## src/rtl/genel_denetim_birimi_if.sv

```systemverilog
// Pipeline control bus: fetch/decode/execute handshakes, forwarding sources and performance counters.
interface genel_denetim_birimi_if #(
    parameter int KAYNAK_SAYISI = 3,
    parameter int ADRES_BIT     = 5,
    parameter int SAYAC_BIT     = 32
);
    localparam int S = $clog2(KAYNAK_SAYISI + 1);

    logic                               gtr_yanlis_tahmin_i;
    logic                               gtr_hazir_i;
    logic                               gtr_durdur_o;
    logic                               gtr_bosalt_o;
    logic                               cyo_gecerli_i;
    logic [ADRES_BIT-1:0]               cyo_rs1_adres_i;
    logic [ADRES_BIT-1:0]               cyo_rs2_adres_i;
    logic [S-1:0]                       cyo_yonlendir_kontrol1_o;
    logic [S-1:0]                       cyo_yonlendir_kontrol2_o;
    logic                               cyo_durdur_o;
    logic                               cyo_bosalt_o;
    logic [KAYNAK_SAYISI-1:0]           kaynak_yaz_i;
    logic [KAYNAK_SAYISI*ADRES_BIT-1:0] kaynak_rd_adres_i;
    logic [KAYNAK_SAYISI-1:0]           kaynak_veri_hazir_i;
    logic                               yrt_hazir_i;
    logic                               yrt_durdur_o;
    logic                               yrt_kabarcik_o;
    logic                               hazir_o;
    logic [SAYAC_BIT-1:0]               durma_sayaci_o;
    logic [SAYAC_BIT-1:0]               bosaltma_sayaci_o;

    modport master (
        output gtr_yanlis_tahmin_i, gtr_hazir_i, cyo_gecerli_i, cyo_rs1_adres_i, cyo_rs2_adres_i,
               kaynak_yaz_i, kaynak_rd_adres_i, kaynak_veri_hazir_i, yrt_hazir_i,
        input  gtr_durdur_o, gtr_bosalt_o, cyo_yonlendir_kontrol1_o, cyo_yonlendir_kontrol2_o,
               cyo_durdur_o, cyo_bosalt_o, yrt_durdur_o, yrt_kabarcik_o, hazir_o,
               durma_sayaci_o, bosaltma_sayaci_o
    );

    modport slave (
        input  gtr_yanlis_tahmin_i, gtr_hazir_i, cyo_gecerli_i, cyo_rs1_adres_i, cyo_rs2_adres_i,
               kaynak_yaz_i, kaynak_rd_adres_i, kaynak_veri_hazir_i, yrt_hazir_i,
        output gtr_durdur_o, gtr_bosalt_o, cyo_yonlendir_kontrol1_o, cyo_yonlendir_kontrol2_o,
               cyo_durdur_o, cyo_bosalt_o, yrt_durdur_o, yrt_kabarcik_o, hazir_o,
               durma_sayaci_o, bosaltma_sayaci_o
    );
endinterface

```

## src/rtl/genel_denetim_birimi.sv

```systemverilog
// Pipeline hazard/control unit: startup hold, priority operand forwarding,
// load-use stalls, misprediction flushes and saturating stall/flush counters.
module genel_denetim_birimi #(
    parameter int KAYNAK_SAYISI    = 3,
    parameter int ADRES_BIT        = 5,
    parameter int BASLANGIC_CEVRIM = 256,
    parameter int BOSALTMA_CEVRIM  = 1,
    parameter int SAYAC_BIT        = 32
) (
    input logic                   clk_i,
    input logic                   rst_i,
    genel_denetim_birimi_if.slave bus
);
    localparam int S = $clog2(KAYNAK_SAYISI + 1);
    localparam logic [15:0] BASLAT_SON = 16'(BASLANGIC_CEVRIM - 1);
    localparam logic [3:0]  BOSALT_YUK = 4'(BOSALTMA_CEVRIM - 1);

    typedef enum logic [1:0] {
        BASLAT,
        CALIS,
        BOSALT
    } durum_e;

    durum_e               durum_q, durum_d;
    logic [15:0]          baslat_sayac_q, baslat_sayac_d;
    logic [3:0]           bosalt_sayac_q, bosalt_sayac_d;
    logic [SAYAC_BIT-1:0] durma_sayac_q, durma_sayac_d;
    logic [SAYAC_BIT-1:0] bosaltma_sayac_q, bosaltma_sayac_d;

    logic [S-1:0] kontrol1, kontrol2;
    logic         bekle1, bekle2;
    logic         baslatta, bosalt, tehlike, durdur;

    // Scanning from the oldest source down lets the youngest match overwrite older ones.
    function automatic void kaynak_sec(
        input  logic [ADRES_BIT-1:0]               rs,
        input  logic [KAYNAK_SAYISI-1:0]           yaz,
        input  logic [KAYNAK_SAYISI*ADRES_BIT-1:0] rd,
        input  logic [KAYNAK_SAYISI-1:0]           veri_hazir,
        output logic [S-1:0]                       kontrol,
        output logic                               bekle
    );
        kontrol = '0;
        bekle   = 1'b0;
        for (int k = KAYNAK_SAYISI - 1; k >= 0; k--) begin
            if (yaz[k] && (rd[k*ADRES_BIT +: ADRES_BIT] == rs) && (rs != '0)) begin
                kontrol = veri_hazir[k] ? S'(k + 1) : '0;
                bekle   = ~veri_hazir[k];
            end
        end
    endfunction

    always_comb begin
        kaynak_sec(bus.cyo_rs1_adres_i, bus.kaynak_yaz_i, bus.kaynak_rd_adres_i,
                   bus.kaynak_veri_hazir_i, kontrol1, bekle1);
        kaynak_sec(bus.cyo_rs2_adres_i, bus.kaynak_yaz_i, bus.kaynak_rd_adres_i,
                   bus.kaynak_veri_hazir_i, kontrol2, bekle2);
    end

    // A flush squashes the decode instruction, so it masks any hazard stall.
    always_comb begin
        baslatta = (durum_q == BASLAT);
        bosalt   = (durum_q != CALIS) | bus.gtr_yanlis_tahmin_i;
        tehlike  = bus.cyo_gecerli_i & ~bosalt & (bekle1 | bekle2);
        durdur   = baslatta | ~bus.yrt_hazir_i | ~bus.gtr_hazir_i | tehlike;
    end

    always_comb begin
        durum_d          = durum_q;
        baslat_sayac_d   = baslat_sayac_q;
        bosalt_sayac_d   = bosalt_sayac_q;
        durma_sayac_d    = durma_sayac_q;
        bosaltma_sayac_d = bosaltma_sayac_q;

        case (durum_q)
            BASLAT: begin
                baslat_sayac_d = baslat_sayac_q + 16'd1;
                if (baslat_sayac_q == BASLAT_SON) begin
                    durum_d = CALIS;
                end
            end
            CALIS: begin
                if (bus.gtr_yanlis_tahmin_i) begin
                    durum_d        = BOSALT;
                    bosalt_sayac_d = BOSALT_YUK;
                end
            end
            BOSALT: begin
                if (bus.gtr_yanlis_tahmin_i) begin
                    bosalt_sayac_d = BOSALT_YUK;
                end else if (bosalt_sayac_q == 4'd0) begin
                    durum_d = CALIS;
                end else begin
                    bosalt_sayac_d = bosalt_sayac_q - 4'd1;
                end
            end
            default: durum_d = BASLAT;
        endcase

        if (!baslatta && durdur && (durma_sayac_q != '1)) begin
            durma_sayac_d = durma_sayac_q + 1'b1;
        end
        if (!baslatta && bus.gtr_yanlis_tahmin_i && (bosaltma_sayac_q != '1)) begin
            bosaltma_sayac_d = bosaltma_sayac_q + 1'b1;
        end
    end

    always_ff @(posedge clk_i) begin
        if (rst_i) begin
            durum_q          <= BASLAT;
            baslat_sayac_q   <= '0;
            bosalt_sayac_q   <= '0;
            durma_sayac_q    <= '0;
            bosaltma_sayac_q <= '0;
        end else begin
            durum_q          <= durum_d;
            baslat_sayac_q   <= baslat_sayac_d;
            bosalt_sayac_q   <= bosalt_sayac_d;
            durma_sayac_q    <= durma_sayac_d;
            bosaltma_sayac_q <= bosaltma_sayac_d;
        end
    end

    assign bus.gtr_durdur_o             = durdur;
    assign bus.cyo_durdur_o             = durdur;
    assign bus.gtr_bosalt_o             = bosalt;
    assign bus.cyo_bosalt_o             = bosalt;
    assign bus.yrt_durdur_o             = baslatta | ~bus.gtr_hazir_i;
    assign bus.yrt_kabarcik_o           = tehlike & bus.yrt_hazir_i & bus.gtr_hazir_i;
    assign bus.hazir_o                  = ~baslatta;
    assign bus.cyo_yonlendir_kontrol1_o = kontrol1;
    assign bus.cyo_yonlendir_kontrol2_o = kontrol2;
    assign bus.durma_sayaci_o           = durma_sayac_q;
    assign bus.bosaltma_sayaci_o        = bosaltma_sayac_q;
endmodule
```

## src/flat_wrapper.sv

```systemverilog
// flat-port wrapper written by rule: the top's interface ports become plain ports
module genel_denetim_birimi_flat 
#(
    parameter int KAYNAK_SAYISI    = 3,
    parameter int ADRES_BIT        = 5,
    parameter int BASLANGIC_CEVRIM = 256,
    parameter int BOSALTMA_CEVRIM  = 1,
    parameter int SAYAC_BIT        = 32
)
  (clk_i, rst_i, bus_gtr_yanlis_tahmin_i, bus_gtr_hazir_i, bus_cyo_gecerli_i, bus_cyo_rs1_adres_i, bus_cyo_rs2_adres_i, bus_kaynak_yaz_i, bus_kaynak_rd_adres_i, bus_kaynak_veri_hazir_i, bus_yrt_hazir_i, bus_gtr_durdur_o, bus_gtr_bosalt_o, bus_cyo_yonlendir_kontrol1_o, bus_cyo_yonlendir_kontrol2_o, bus_cyo_durdur_o, bus_cyo_bosalt_o, bus_yrt_durdur_o, bus_yrt_kabarcik_o, bus_hazir_o, bus_durma_sayaci_o, bus_bosaltma_sayaci_o);
  genel_denetim_birimi_if #(.KAYNAK_SAYISI(KAYNAK_SAYISI), .ADRES_BIT(ADRES_BIT), .SAYAC_BIT(SAYAC_BIT)) bus_i ();
  input logic clk_i;
  input logic rst_i;
  input wire logic [$bits(bus_i.gtr_yanlis_tahmin_i)-1:0] bus_gtr_yanlis_tahmin_i;
  input wire logic [$bits(bus_i.gtr_hazir_i)-1:0] bus_gtr_hazir_i;
  input wire logic [$bits(bus_i.cyo_gecerli_i)-1:0] bus_cyo_gecerli_i;
  input wire logic [$bits(bus_i.cyo_rs1_adres_i)-1:0] bus_cyo_rs1_adres_i;
  input wire logic [$bits(bus_i.cyo_rs2_adres_i)-1:0] bus_cyo_rs2_adres_i;
  input wire logic [$bits(bus_i.kaynak_yaz_i)-1:0] bus_kaynak_yaz_i;
  input wire logic [$bits(bus_i.kaynak_rd_adres_i)-1:0] bus_kaynak_rd_adres_i;
  input wire logic [$bits(bus_i.kaynak_veri_hazir_i)-1:0] bus_kaynak_veri_hazir_i;
  input wire logic [$bits(bus_i.yrt_hazir_i)-1:0] bus_yrt_hazir_i;
  output wire logic [$bits(bus_i.gtr_durdur_o)-1:0] bus_gtr_durdur_o;
  output wire logic [$bits(bus_i.gtr_bosalt_o)-1:0] bus_gtr_bosalt_o;
  output wire logic [$bits(bus_i.cyo_yonlendir_kontrol1_o)-1:0] bus_cyo_yonlendir_kontrol1_o;
  output wire logic [$bits(bus_i.cyo_yonlendir_kontrol2_o)-1:0] bus_cyo_yonlendir_kontrol2_o;
  output wire logic [$bits(bus_i.cyo_durdur_o)-1:0] bus_cyo_durdur_o;
  output wire logic [$bits(bus_i.cyo_bosalt_o)-1:0] bus_cyo_bosalt_o;
  output wire logic [$bits(bus_i.yrt_durdur_o)-1:0] bus_yrt_durdur_o;
  output wire logic [$bits(bus_i.yrt_kabarcik_o)-1:0] bus_yrt_kabarcik_o;
  output wire logic [$bits(bus_i.hazir_o)-1:0] bus_hazir_o;
  output wire logic [$bits(bus_i.durma_sayaci_o)-1:0] bus_durma_sayaci_o;
  output wire logic [$bits(bus_i.bosaltma_sayaci_o)-1:0] bus_bosaltma_sayaci_o;
  assign bus_i.gtr_yanlis_tahmin_i = bus_gtr_yanlis_tahmin_i;
  assign bus_i.gtr_hazir_i = bus_gtr_hazir_i;
  assign bus_i.cyo_gecerli_i = bus_cyo_gecerli_i;
  assign bus_i.cyo_rs1_adres_i = bus_cyo_rs1_adres_i;
  assign bus_i.cyo_rs2_adres_i = bus_cyo_rs2_adres_i;
  assign bus_i.kaynak_yaz_i = bus_kaynak_yaz_i;
  assign bus_i.kaynak_rd_adres_i = bus_kaynak_rd_adres_i;
  assign bus_i.kaynak_veri_hazir_i = bus_kaynak_veri_hazir_i;
  assign bus_i.yrt_hazir_i = bus_yrt_hazir_i;
  assign bus_gtr_durdur_o = bus_i.gtr_durdur_o;
  assign bus_gtr_bosalt_o = bus_i.gtr_bosalt_o;
  assign bus_cyo_yonlendir_kontrol1_o = bus_i.cyo_yonlendir_kontrol1_o;
  assign bus_cyo_yonlendir_kontrol2_o = bus_i.cyo_yonlendir_kontrol2_o;
  assign bus_cyo_durdur_o = bus_i.cyo_durdur_o;
  assign bus_cyo_bosalt_o = bus_i.cyo_bosalt_o;
  assign bus_yrt_durdur_o = bus_i.yrt_durdur_o;
  assign bus_yrt_kabarcik_o = bus_i.yrt_kabarcik_o;
  assign bus_hazir_o = bus_i.hazir_o;
  assign bus_durma_sayaci_o = bus_i.durma_sayaci_o;
  assign bus_bosaltma_sayaci_o = bus_i.bosaltma_sayaci_o;
  genel_denetim_birimi #(.KAYNAK_SAYISI(KAYNAK_SAYISI), .ADRES_BIT(ADRES_BIT), .BASLANGIC_CEVRIM(BASLANGIC_CEVRIM), .BOSALTMA_CEVRIM(BOSALTMA_CEVRIM), .SAYAC_BIT(SAYAC_BIT)) u_core (.clk_i(clk_i), .rst_i(rst_i), .bus(bus_i));
endmodule
```

## config.mk

```make
export PLATFORM = sky130hd
export DESIGN_NAME = genel_denetim_birimi_flat
export DESIGN_NICKNAME = d
export VERILOG_FILES = /design/src/rtl/genel_denetim_birimi_if.sv /design/src/rtl/genel_denetim_birimi.sv /design/src/flat_wrapper.sv
export SDC_FILE = /design/constraint.sdc
export NUM_CORES = 1
export LEC_CHECK = 0
export ABC_AREA = 1
export CORE_MARGIN = 2
export CORE_UTILIZATION = 57
export CTS_BUF_LIST = sky130_fd_sc_hd__clkbuf_8 sky130_fd_sc_hd__clkbuf_16
export CTS_CLUSTER_DIAMETER = 40
export DETAILED_ROUTE_END_ITERATION = 8
export GPL_TIMING_DRIVEN = 0
export HOLD_SLACK_MARGIN = 0.03
export PLACE_DENSITY_LB_ADDON = 0.3
export SLEW_MARGIN = 25
export SYNTH_ARGS = -nofsm -noshare
export SYNTH_HDL_FRONTEND = slang
export SYNTH_SLANG_ARGS = --single-unit
```

## constraint.sdc

```tcl
create_clock -name clk_i -period 5.7 [get_ports clk_i]
set_input_delay 1.14 -clock clk_i [delete_from_list [all_inputs] [get_ports clk_i]]
set_output_delay 1.14 -clock clk_i [all_outputs]
set_load 0.01 [all_outputs]
```

### Yosys cells after proc, flatten, opt, wreduce, memory -nomap -nowiden

Cells that the tools add are included.
W data, S select, Z words.

* $add $sub $neg: 4
* bitwise logic cells: 17
* equal/unequal tests: 17
* mux-type cells: 24
* reduce and logical (&&, ||, !) cells: 24

Operators with widths (number)
* $add A32 B1 Y32 const B: 2
* $ne A32 B32 Y1 const B: 2
* $eq A5 B5 Y1: 6
* $mux W2: 12
* $add A16 B1 Y16 const B: 1
* $eq A16 B8 Y1 const B: 1
* $logic_and A1 B1 Y1: 16
* $mux W4: 3
* $reduce_bool A5 Y1: 2
* $pmux W4 S2: 1
* $mux W1: 7
* $not A1 Y1: 7
* $ne A2 B2 Y1 const B: 3
* $or A1 B1 Y1: 6
* $pmux W2 S3: 1
* $and A1 B1 Y1: 4
* $logic_not A4 Y1: 1
* $ne A2 B1 Y1 const B: 2
* $reduce_and A4 Y1: 1
* $sub A4 B1 Y4 const B: 1
* $ne A3 B3 Y1 const B: 1
* $reduce_and A3 Y1: 1
* $eq A2 B1 Y1 const B: 1
* $eq A2 B2 Y1 const B: 1
* 3 further kinds: 3

* input port bits: 37
* logic and storage cells: 91
* register bits after elaboration: 86
* output and inout bits: 75

### Longest topological paths before layout

* depth after elaboration: 11
* gate-level depth with buffers: 17
* gate-level depth less buffers: 16

### Worst setup path before layout

Ideal clock, no wire load.

* path type: input to output
* start point: input bus_cyo_rs1_adres_i[0]
* end point: output bus_gtr_durdur_o
* cell stages on the path: 12
* data required time: 4.560 ns
* setup slack: 2.290 ns
* buffers on the path: 2
* data arrival time: 2.270 ns
* path through: nor2_1 nand2_1 nor2_1 nor2_1 nand2_1 nand3_1 nand3_1 nand2_1 nand2_2 nand2_4 buf_6 buf_4

* longest elaborated chain between the ends: 9
* elaborated cells between the ends (all ways): 16
* classes of those cells: eq/ne: 3; mux: 3; bitwise: 3; reduce/logical: 7

RTL lines
* from (decl): line flat_wrapper.sv:17 `input wire logic [$bits(bus_i.cyo_rs1_adres_i)-1:0] bus_cyo_rs1_adres_i;`
* $eq A5 B5 Y1: line genel_denetim_birimi.sv:46 `if (yaz[k] && (rd[k*ADRES_BIT +: ADRES_BIT] == rs) && (rs != '0)) begin`
* $logic_and A1 B1 Y1 (2 in a row): line genel_denetim_birimi.sv:46
* $mux W1 (2 in a row): line genel_denetim_birimi.sv:46
* $mux W1 *: line genel_denetim_birimi.sv:46
* $or A1 B1 Y1 *: line genel_denetim_birimi.sv:64 `tehlike = bus.cyo_gecerli_i & ~bosalt & (bekle1 | bekle2);`
* $and A1 B1 Y1 *: line genel_denetim_birimi.sv:64
* $or A1 B1 Y1 *: line genel_denetim_birimi.sv:65 `durdur = baslatta | ~bus.yrt_hazir_i | ~bus.gtr_hazir_i | tehlike;`
* to (decl): line flat_wrapper.sv:23 `output wire logic [$bits(bus_i.gtr_durdur_o)-1:0] bus_gtr_durdur_o;`

Every way passes the cells marked *; elsewhere a longest branch is shown, timed or not.

### Worst setup path in the final report

* start point: input bus_cyo_rs1_adres_i[1]
* end point: output bus_gtr_durdur_o

Same word-level chain as after synthesis.

==> results.toml <==
[outcome]
status = "completed"

[die]
die_area_um2 = 11000
die_y_um = 105
rows = 36
start_util = 0.589
fp.dieW_um = 105
core_um2 = 9820
ioPinCount = 112

[routing]
wirelength_um = 16400
drc = 0
vias = 6641
wl_per_cell_um = 13.3
ant_nets = 0
via_per_inst = 5.39
firstDrtPassIters = 5
drtIter0Drc = 427

[cts]
clkTransAtPathRegs_ns = 0.09
cts_hold_buf = 0
cts_setup_buffers = 0
cts.sinks = 86
cts_tree = "built"
cts_buffer_depth = 2
h-tree-depth = 3
cts-resized-gates = 0
root_buffer = "clkbuf_8"
cts_buffers = 9
insertion_delay_ns = 0.37

[setup_path]
cp_data_arrival_time_ns = 3.58
r2r-start = "u_core.bus.durma_sayaci_o[0]$_SDFFE_PP0P_"
r2r_slack_ns = 3.49
worst-path-max-fanout = 11
cp_data_required_time_ns = 4.56
critPathLaunchType = "input port"
end_kind = "output port"
critPathKind = "in -> out"
rr_endpoint = "u_core.bus.durma_sayaci_o[28]$_SDFFE_PP0P_"
r2r_cells = 15

[logic_synthesis]
netlist_top_cells_area = "dfxtp_1, nand2_1, inv_1"
syn_area_um2 = 5780
synth-seq-cells = 86
yosysMostFrequentCell = "nand2_1"
ys_seq_area_frac = 0.298
syn_inst = 973
yosysTopAreaCellShare = 0.298
synth_edf_count = 0
synth_nets = 1015
ys_warn_count = 0
ys.flop_type = "dfxtp_1"
synth_area_per_cell_um2 = 5.94
synthArstFlopShare = 0
synth_common_cells = "nand2_1, inv_1, nor2_1, dfxtp_1, nand3_1"
synth_cell_type_count = 37
synth_area_leader_cell = "dfxtp_1"

[pwr]
combPwrFrac = 0.090
leakage_nw = 2.93
switching_power_uw = 300
switching_share = 0.271
peakVddDrop_mv = 0.115
power.density_nw_per_um2 = 153
p_seq_frac = 0.544
power_frac_clock = 0.366
p_total_mw = 1.11
power.internal_uw = 809

[timing]
setup_tns_ns = 0
final.setup_skew_ns = 0.0145
fmax_mhz = 212
tightest_slew_ns = 0.686
period_share = 0.829
final_hold_viol_count = 0
setup_slack_ns = 0.977
relSlewSlack = 0.542
rsz0062_at_grt = "false"
min_period_ns = 4.72
drv_slew = 0
setup_viol = 0

[global_route]
grt_pass1_wl_um = 27400
grt_use_total = 0.300
grt_max_degree = 17
overflow = 0
antenna_found_initial = 0
grt_pass1_vias = 6159

[min_path]
hold_path.startpoint = "u_core.bosalt_sayac_q[0]$_SDFFE_PP0P_"
min_to = "u_core.bosalt_sayac_q[0]$_SDFFE_PP0P_"
worstHoldPathCells = 2
hold_class = "reg -> reg"

[final_layout]
drive_gt1_frac = 0.0610
final_util = 0.736
multi_input_comb_area_um2 = 3300
area_growth_syn_to_layout_pct = 25.0
nFillCells = 901
regArea_um2 = 1720
diodes = 0
nets = 1136

[place]
hpwl_um = 12400
dp_slack_ns = 0.998
gp_congestion = 0.943
io_buffers = 110

[flow_run]
maxCapViolations = 0
worst max-delay path, cell delays in order:
cell,delay [ns]
clkdlybuf4s50_1,0.55
inv_1,0.10
nand2_1,0.07
nand2_1,0.07
inv_1,0.05
nand2_1,0.06
nor2_1,0.15
nand3_1,0.09
nand3_1,0.08
nand3_1,0.08
nand2_1,0.08
nand2_2,0.07
nand2_4,0.15
buf_6,0.19
buf_4,0.12
clkdlybuf4s50_1,0.52
final cells by class:
class                   instances  share of cell area
well taps                     133              0.0230
repair buffers                110               0.152
flip-flops and latches         86               0.238
clock inverters                 7             0.00762
clock buffers                   9              0.0171
multi-input cells             703               0.456
plain buffers                  28              0.0246
inverters                     156              0.0810
flip-flops by register name, summed over array words and instances, names as in the netlist:
register                      flops
u_core.bus.durma_sayaci_o        32
u_core.durum_q                    2
u_core.bus.bosaltma_sayaci_o     32
u_core.baslat_sayac_q            16
u_core.bosalt_sayac_q             4
power groups by stage:
| stage | Sequential, mW | Clock (mW) | Combinational [mW] |
|---|---|---|---|
| finish | 0.603 | 0.406 | 0.100 |
| global route | 0.604 | 0.432 | 0.111 |
| CTS | 0.603 | 0.411 | 0.0997 |
| detailed placement | 0.617 | 0 | 0.0991 |
| global placement | 0.617 | 0 | 0.0968 |
| floorplan | 0.617 | 0 | 0.0521 |
metrics by stage:
step | hold WS [ns] | instances | cell area [um^2]
2_1_floorplan | 0.434 | 973 | 5780
5_1_grt | 0.485 | 1232 | 7230
6_report | 0.469 | 1232 | 7230
4_1_cts | 0.471 | 1232 | 7230
3_5_place_dp | 0.457 | 1216 | 7050
3_3_place_gp | 0.451 | 1216 | 7050
kinds of logic (layout without fill, tap and decap cells):
| kind of cell | Yosys count | in the layout | synth area share |
|---|---|---|---|
| compound gates | 69 | 69 | 0.0649 |
| flops | 86 | 86 | 0.298 |
| fa+ha+maj | 5 | 5 | 0.0108 |
| buf+inv | 184 | 310 | 0.132 |
| simple gates | 608 | 608 | 0.463 |
| xor+xnor | 21 | 21 | 0.0318 |
worst max-delay path by stage:
stage,startpoint,to,slack (ns),depth (start not counted)
2_1_floorplan,bus_cyo_rs1_adres_i[0],bus_gtr_durdur_o,2.29,12
3_3_place_gp,bus_cyo_rs1_adres_i[3],bus_gtr_durdur_o,1.04,16
3_5_place_dp,bus_cyo_rs1_adres_i[3],bus_gtr_durdur_o,1.0,16
4_1_cts,bus_cyo_rs1_adres_i[3],bus_gtr_durdur_o,1.0,16
5_1_grt,bus_kaynak_rd_adres_i[3],bus_gtr_durdur_o,0.82,14
6_report,bus_cyo_rs1_adres_i[1],bus_gtr_durdur_o,0.98,16
placed cells by master (no fill, tap or decap), types with 7 or more instances in the layout:
cell,synthesis,layout
xor2_1,15,15
o21ai_0,18,18
dfxtp_1,86,86
clkdlybuf4s50_1,0,110
nand3_1,75,75
nand4_1,52,52
nand2_1,273,273
clkbuf_8,0,9
inv_1,144,144
nor2_1,140,140
buf_6,7,7
a21oi_1,39,39
inv_2,11,11
nor2_2,11,11
nor3_1,34,34
clkbuf_1,11,11
metal layers:
layer | GRT usage | up-vias | wire length [um]
li1 | - | 3337 | -
met2 | 0.523 | 304 | 7770
met5 | 0 | - | 0
met4 | 0.114 | 0 | 486
met3 | 0.0530 | 45 | 1290
met1 | 0.368 | 2955 | 6810
Power figures use the tool's default switching activity.
